<file path="src/rtl/reg_write_arbiter_if.sv">
// Bundle for the two-requester register-write arbiter: requester
// handshakes, the hold input, both register-file write ports and the
// conflict counter. master = requester/host side, slave = arbiter.
interface reg_write_arbiter_if #(
   parameter int DW = 16,
   parameter int AW = 3
);
   localparam int NREG = 1 << AW;

   logic            hold;
   logic            a_valid;
   logic [AW-1:0]   a_addr;
   logic [DW-1:0]   a_data;
   logic            a_ready;
   logic            b_valid;
   logic [AW-1:0]   b_addr;
   logic [DW-1:0]   b_data;
   logic            b_ready;
   logic [NREG-1:0] wr0_en;
   logic [DW-1:0]   wr0_data;
   logic [NREG-1:0] wr1_en;
   logic [DW-1:0]   wr1_data;
   logic [7:0]      conflict_cnt;

   modport master (
      output hold, a_valid, a_addr, a_data, b_valid, b_addr, b_data,
      input  a_ready, b_ready, wr0_en, wr0_data, wr1_en, wr1_data, conflict_cnt
   );

   modport slave (
      input  hold, a_valid, a_addr, a_data, b_valid, b_addr, b_data,
      output a_ready, b_ready, wr0_en, wr0_data, wr1_en, wr1_data, conflict_cnt
   );
endinterface

</file>
<file path="src/rtl/reg_write_arbiter.sv">
// Two-requester register-write arbiter. A normally drives write port 0 and
// B drives write port 1; when both target the same register only one is
// granted (round-robin via prio) and the winner goes out on port 0, so the
// two ports can never strobe the same register in one cycle. Writes appear
// registered one cycle after acceptance.
module reg_write_arbiter #(
   parameter int DW = 16,
   parameter int AW = 3
) (
   input logic              Clk,
   input logic              Rst,
   reg_write_arbiter_if.slave bus
);
   localparam int NREG = 1 << AW;

   logic          prio;      // 0: A wins the next conflict, 1: B wins
   logic          conflict;
   logic          a_go, b_go;
   logic          p0_go, p1_go;
   logic [AW-1:0] p0_addr, p1_addr;
   logic [DW-1:0] p0_data, p1_data;

   // Grant decision and port routing for the current cycle
   always_comb begin
      conflict = bus.a_valid & bus.b_valid & (bus.a_addr == bus.b_addr) & ~bus.hold;
      // Reset gates the readies so nothing pending during reset is accepted
      a_go = ~Rst & ~bus.hold & bus.a_valid & (~conflict | ~prio);
      b_go = ~Rst & ~bus.hold & bus.b_valid & (~conflict | prio);
      // Port 0 carries A, or B when B wins a conflict
      p0_go   = a_go | (conflict & b_go);
      p0_addr = a_go ? bus.a_addr : bus.b_addr;
      p0_data = a_go ? bus.a_data : bus.b_data;
      // Port 1 only ever carries a non-conflicting B
      p1_go   = b_go & ~conflict;
      p1_addr = bus.b_addr;
      p1_data = bus.b_data;
   end

   assign bus.a_ready = a_go;
   assign bus.b_ready = b_go;

   // Registered write ports: one-hot strobe for one cycle, data held when idle
   always_ff @(posedge Clk) begin
      if (Rst) begin
         bus.wr0_en   <= '0;
         bus.wr0_data <= '0;
         bus.wr1_en   <= '0;
         bus.wr1_data <= '0;
      end else begin
         bus.wr0_en <= p0_go ? (NREG'(1) << p0_addr) : '0;
         bus.wr1_en <= p1_go ? (NREG'(1) << p1_addr) : '0;
         if (p0_go) bus.wr0_data <= p0_data;
         if (p1_go) bus.wr1_data <= p1_data;
      end
   end

   // Round-robin pointer: hand priority to the loser after each conflict grant
   always_ff @(posedge Clk) begin
      if (Rst)           prio <= 1'b0;
      else if (conflict) prio <= ~prio;
   end

   // Saturating conflict counter
   always_ff @(posedge Clk) begin
      if (Rst)
         bus.conflict_cnt <= '0;
      else if (conflict && bus.conflict_cnt != 8'hFF)
         bus.conflict_cnt <= bus.conflict_cnt + 8'd1;
   end
endmodule

</file>
<file path="src/flat_wrapper.sv">
// flat-port wrapper written by rule: the top's interface ports become plain ports
module reg_write_arbiter_flat 
#(
   parameter int DW = 16,
   parameter int AW = 3
)
  (Clk, Rst, bus_hold, bus_a_valid, bus_a_addr, bus_a_data, bus_b_valid, bus_b_addr, bus_b_data, bus_a_ready, bus_b_ready, bus_wr0_en, bus_wr0_data, bus_wr1_en, bus_wr1_data, bus_conflict_cnt);
  reg_write_arbiter_if #(.DW(DW), .AW(AW)) bus_i ();
  input logic Clk;
  input logic Rst;
  input wire logic [$bits(bus_i.hold)-1:0] bus_hold;
  input wire logic [$bits(bus_i.a_valid)-1:0] bus_a_valid;
  input wire logic [$bits(bus_i.a_addr)-1:0] bus_a_addr;
  input wire logic [$bits(bus_i.a_data)-1:0] bus_a_data;
  input wire logic [$bits(bus_i.b_valid)-1:0] bus_b_valid;
  input wire logic [$bits(bus_i.b_addr)-1:0] bus_b_addr;
  input wire logic [$bits(bus_i.b_data)-1:0] bus_b_data;
  output wire logic [$bits(bus_i.a_ready)-1:0] bus_a_ready;
  output wire logic [$bits(bus_i.b_ready)-1:0] bus_b_ready;
  output wire logic [$bits(bus_i.wr0_en)-1:0] bus_wr0_en;
  output wire logic [$bits(bus_i.wr0_data)-1:0] bus_wr0_data;
  output wire logic [$bits(bus_i.wr1_en)-1:0] bus_wr1_en;
  output wire logic [$bits(bus_i.wr1_data)-1:0] bus_wr1_data;
  output wire logic [$bits(bus_i.conflict_cnt)-1:0] bus_conflict_cnt;
  assign bus_i.hold = bus_hold;
  assign bus_i.a_valid = bus_a_valid;
  assign bus_i.a_addr = bus_a_addr;
  assign bus_i.a_data = bus_a_data;
  assign bus_i.b_valid = bus_b_valid;
  assign bus_i.b_addr = bus_b_addr;
  assign bus_i.b_data = bus_b_data;
  assign bus_a_ready = bus_i.a_ready;
  assign bus_b_ready = bus_i.b_ready;
  assign bus_wr0_en = bus_i.wr0_en;
  assign bus_wr0_data = bus_i.wr0_data;
  assign bus_wr1_en = bus_i.wr1_en;
  assign bus_wr1_data = bus_i.wr1_data;
  assign bus_conflict_cnt = bus_i.conflict_cnt;
  reg_write_arbiter #(.DW(DW), .AW(AW)) u_core (.Clk(Clk), .Rst(Rst), .bus(bus_i));
endmodule
</file>
<file path="config.mk">
export PLATFORM = sky130hd
export DESIGN_NAME = reg_write_arbiter_flat
export DESIGN_NICKNAME = d
export VERILOG_FILES = /design/src/rtl/reg_write_arbiter_if.sv /design/src/rtl/reg_write_arbiter.sv /design/src/flat_wrapper.sv
export SDC_FILE = /design/constraint.sdc
export NUM_CORES = 1
export LEC_CHECK = 0
export ABC_AREA = 1
export CAP_MARGIN = 0
export CORE_UTILIZATION = 40
export CTS_BUF_LIST = sky130_fd_sc_hd__clkbuf_8
export DETAILED_ROUTE_END_ITERATION = 10
export PLACE_DENSITY_LB_ADDON = 0.05
export SYNTH_ARGS = -nofsm -noshare
export SYNTH_HDL_FRONTEND = slang
export SYNTH_SLANG_ARGS = --single-unit
</file>
<file path="constraint.sdc">
create_clock -name Clk -period 1.3 [get_ports Clk]
set_input_delay 0.26 -clock Clk [delete_from_list [all_inputs] [get_ports Clk]]
set_output_delay 0.26 -clock Clk [all_outputs]
set_load 0.05 [all_outputs]
</file>
==> impl_metrics.csv <==
group,metric,value,unit
outcome,status,"complete, but fails checks",
outcome,violations,"negative setup slack",
timing,post-route-min-period,1.38,ns
hold_path,min_path_cells,3,
place,placed_cells,535,
route,vias,2743,
floorplan,row_count,28,
setup_path,crit_path_end_kind,"primary output",
synth,synth-edff-count,0,
timing,finalSetupTns,-0.138,ns
setup_path,critical_path.max_fanout,3,
global_route,grt-ovfl-total,0,
route,first_pass_iters,5,
timing,fin_crit_sh,106,%
clock_network,cts_root_buf,"clkbuf_8",
floorplan,die-area,0.00643,sq mm
clock_network,insertion_delay,0.33,ns
run,drv_cap,0,
clock_network,clkSinkCount,57,
synth,ys_warn_count,0,
synth,syn_area,0.00244,sq mm
floorplan,fp.dieW,80.2,microns
place,gp_congestion,0.812,
route,drtIter0Drc,89,
power_and_ir_drop,powerDensity,913,mW/mm^2
power_and_ir_drop,vdd.ir_drop.worst,0.655,mV
place,place_ws,-0.695,ns
floorplan,die_h,80.2,microns
global_route,grt_pass1_vias,2637,
timing,clock-skew-final,0.00820,ns
synth,synth_cell_types,26,
route,drc,0,
finish,final_net_count,525,
finish,layout_common_cells,"67 x nand2_1, 57 x buf_12, 48 x dfxtp_1, 47 x buf_4, 43 x nor2_1",
route,routedWlPerCell,13.4,microns
finish,final_area,0.00483,sq mm
synth,async_flop_share,0,%
setup_path,cp.required,1.04,ns
synth,synth_cells,335,
synth,synthFlopType,"dfxtp_1",
clock_network,ctsHoldBuffers,0,
global_route,grt.total_usage,24.3,%
finish,area_growth,97.8,%
setup_path,critical_path_arrival,1.12,ns
timing,timing.fmax,724,MHz
floorplan,start_util,41.3,%
timing,finalHoldViolCount,0,
synth,synth_seq_cells,57,
setup_path,r2r_slack,0.02,ns
setup_path,reg2reg_from,"u_core.bus.conflict_cnt[1]",
global_route,grt_max_degree,19,
global_route,grt_pass1_wl,11.8,mm
timing,rsz0062_at_grt,"yes",
route,drt_wl_total,7.49,mm
setup_path,critPathCapture,"bus_a_ready",
route,vias_per_cell,4.89,
hold_path,min_path_type,"primary input to register",
finish,instances_no_fill,561,
synth,synth-seq-area-share,46.7,%
finish,n_antenna_cell,0,
setup_path,cp-start-kind,"primary input",
clock_network,clkTransAtPathRegs,0.06,ns
hold_path,worstHoldStart,"bus_b_addr[1]",
power_and_ir_drop,leakage,2.18,nW
place,dpl_cell_area,0.00446,sq mm
setup_path,worstSetupPathType,"primary input to primary output",
timing,tightest_slew,0.201,ns
synth,synthesis.nets,379,
setup_path,crit_path_start,"bus_hold",
setup_path,worstRegToRegCells,8,
finish,mostFrequentLayoutCell,"nand2_1",
global_route,antenna_found_initial,0,
clock_network,cts_buffers,9,
place,dpl.hpwl,5.31,mm
timing,finalSetupViolCount,2,
floorplan,ios,101,
clock_network,htree_levels,3,
timing,finalHoldWorstSlack,0.231,ns
finish,drive_above_1_share,38.7,%
clock_network,cts_tree,"yes",
setup_path,r2r-end,"u_core.bus.conflict_cnt[5]",
floorplan,core,0.00592,sq mm
synth,avgSynthCellArea,7.29,sq um
timing,layout_setup_ws,-0.0813,ns
clock_network,cts.path.max_buffers,2,
timing,maxSlewViolCount,0,
route,antenna_left,0,
timing,slew_headroom,86.5,%
finish,fillCellCount,394,
place,numPortBuffers,100,
## per-stage QoR
step / power [mW] / util, %
2_1_floorplan: 2.25 / -
3_3_place_gp: 2.72 / 75.3
3_5_place_dp: 2.73 / 75.3
4_1_cts: 4.43 / 79.5
5_1_grt: 4.58 / 81.7
6_report: 4.41 / 81.7
## power breakdown
part           switching, mW  total (mW)  internal, mW  leakage (nW)
logic                  0.446       0.880         0.434          1.60
clock network          0.665        1.69          1.02         0.115
registers             0.0530        1.84          1.79         0.469
total                   1.16        4.41          3.25          2.18
## state kept, by name, summed over array words and instances (netlist names)
register / flops
u_core.bus.conflict_cnt: 8
u_core.bus.wr0_data: 16
u_core.bus.wr0_en: 8
u_core.bus.wr1_data: 16
u_core.bus.wr1_en: 8
u_core.prio: 1
## cells in the mapped netlist (3+ instances only)
cell	instances	area, sq um
nand2_1	79	297
dfxtp_1	57	1140
a21oi_1	15	75.1
nand3b_1	5	37.5
buf_6	3	33.8
inv_1	23	86.3
clkbuf_1	4	15.0
nor3_1	9	45.0
o21ai_1	6	30.0
nand2_2	6	37.5
nor2_1	47	176
nand3_1	43	215
nand4_1	6	37.5
buf_1	4	15.0
o21ai_0	12	60.1
## worst max-delay path, stage by stage
cell and delay, ns:
buf_6 0.12, inv_12 0.04, nand3_4 0.07, nor2_4 0.20, nand3_4 0.11, nand2_4 0.08
clkinvlp_4 0.09, buf_12 0.15
## what timing repair did
| item | CTS | global route |
|---|---|---|
| cloned | 0 | 0 |
| resized for setup | 58 | 25 |
| pin swaps | 9 | 14 |
| setup endpoints to repair | 59 | 16 |
| setup buffers | 4 | 6 |
## worst min path at each step
stage                             endpoint  slack, ns
finish                u_core.bus.wr1_en[1]       0.23
global route          u_core.bus.wr1_en[5]       0.22
CTS                   u_core.bus.wr1_en[4]       0.21
detailed placement  u_core.bus.wr0_data[3]       0.50
global placement    u_core.bus.wr0_data[5]       0.49
floorplan             u_core.bus.wr1_en[0]       0.34
## kinds of logic (layout without fill, tap and decap cells)
group           Yosys count  count (layout)  synth area share, %
compound gates           33              33                 6.76
xor+xnor                  3               3                 1.08
fa+ha+maj                 1               1                0.512
buf+inv                  42             193                 7.88
flops                    57              57                 46.7
simple gates            199             199                 37.1
## cell type report
class                           instances  area [sq um]  area share, %
Clock buffer                           12           165           3.42
Inverter                               28           151           3.13
Timing Repair Buffer                  149          1950           40.4
Tap cell                               75          93.8           1.94
Sequential cell                        57          1160           24.1
Multi-Input combinational cell        236          1260           26.2
Clock inverter                          4          42.5          0.880
## metal layers
metal / up-vias / routed length [microns] / global-route usage [%]
met1: 1272 / 3020 / 26.8
met3: 8 / 508 / 9.55
met5: - / 0 / 0
met4: 0 / 65 / 8.39
met2: 91 / 3900 / 42.1
li1: 1372 / - / -
(Power assumes the default switching activity.)
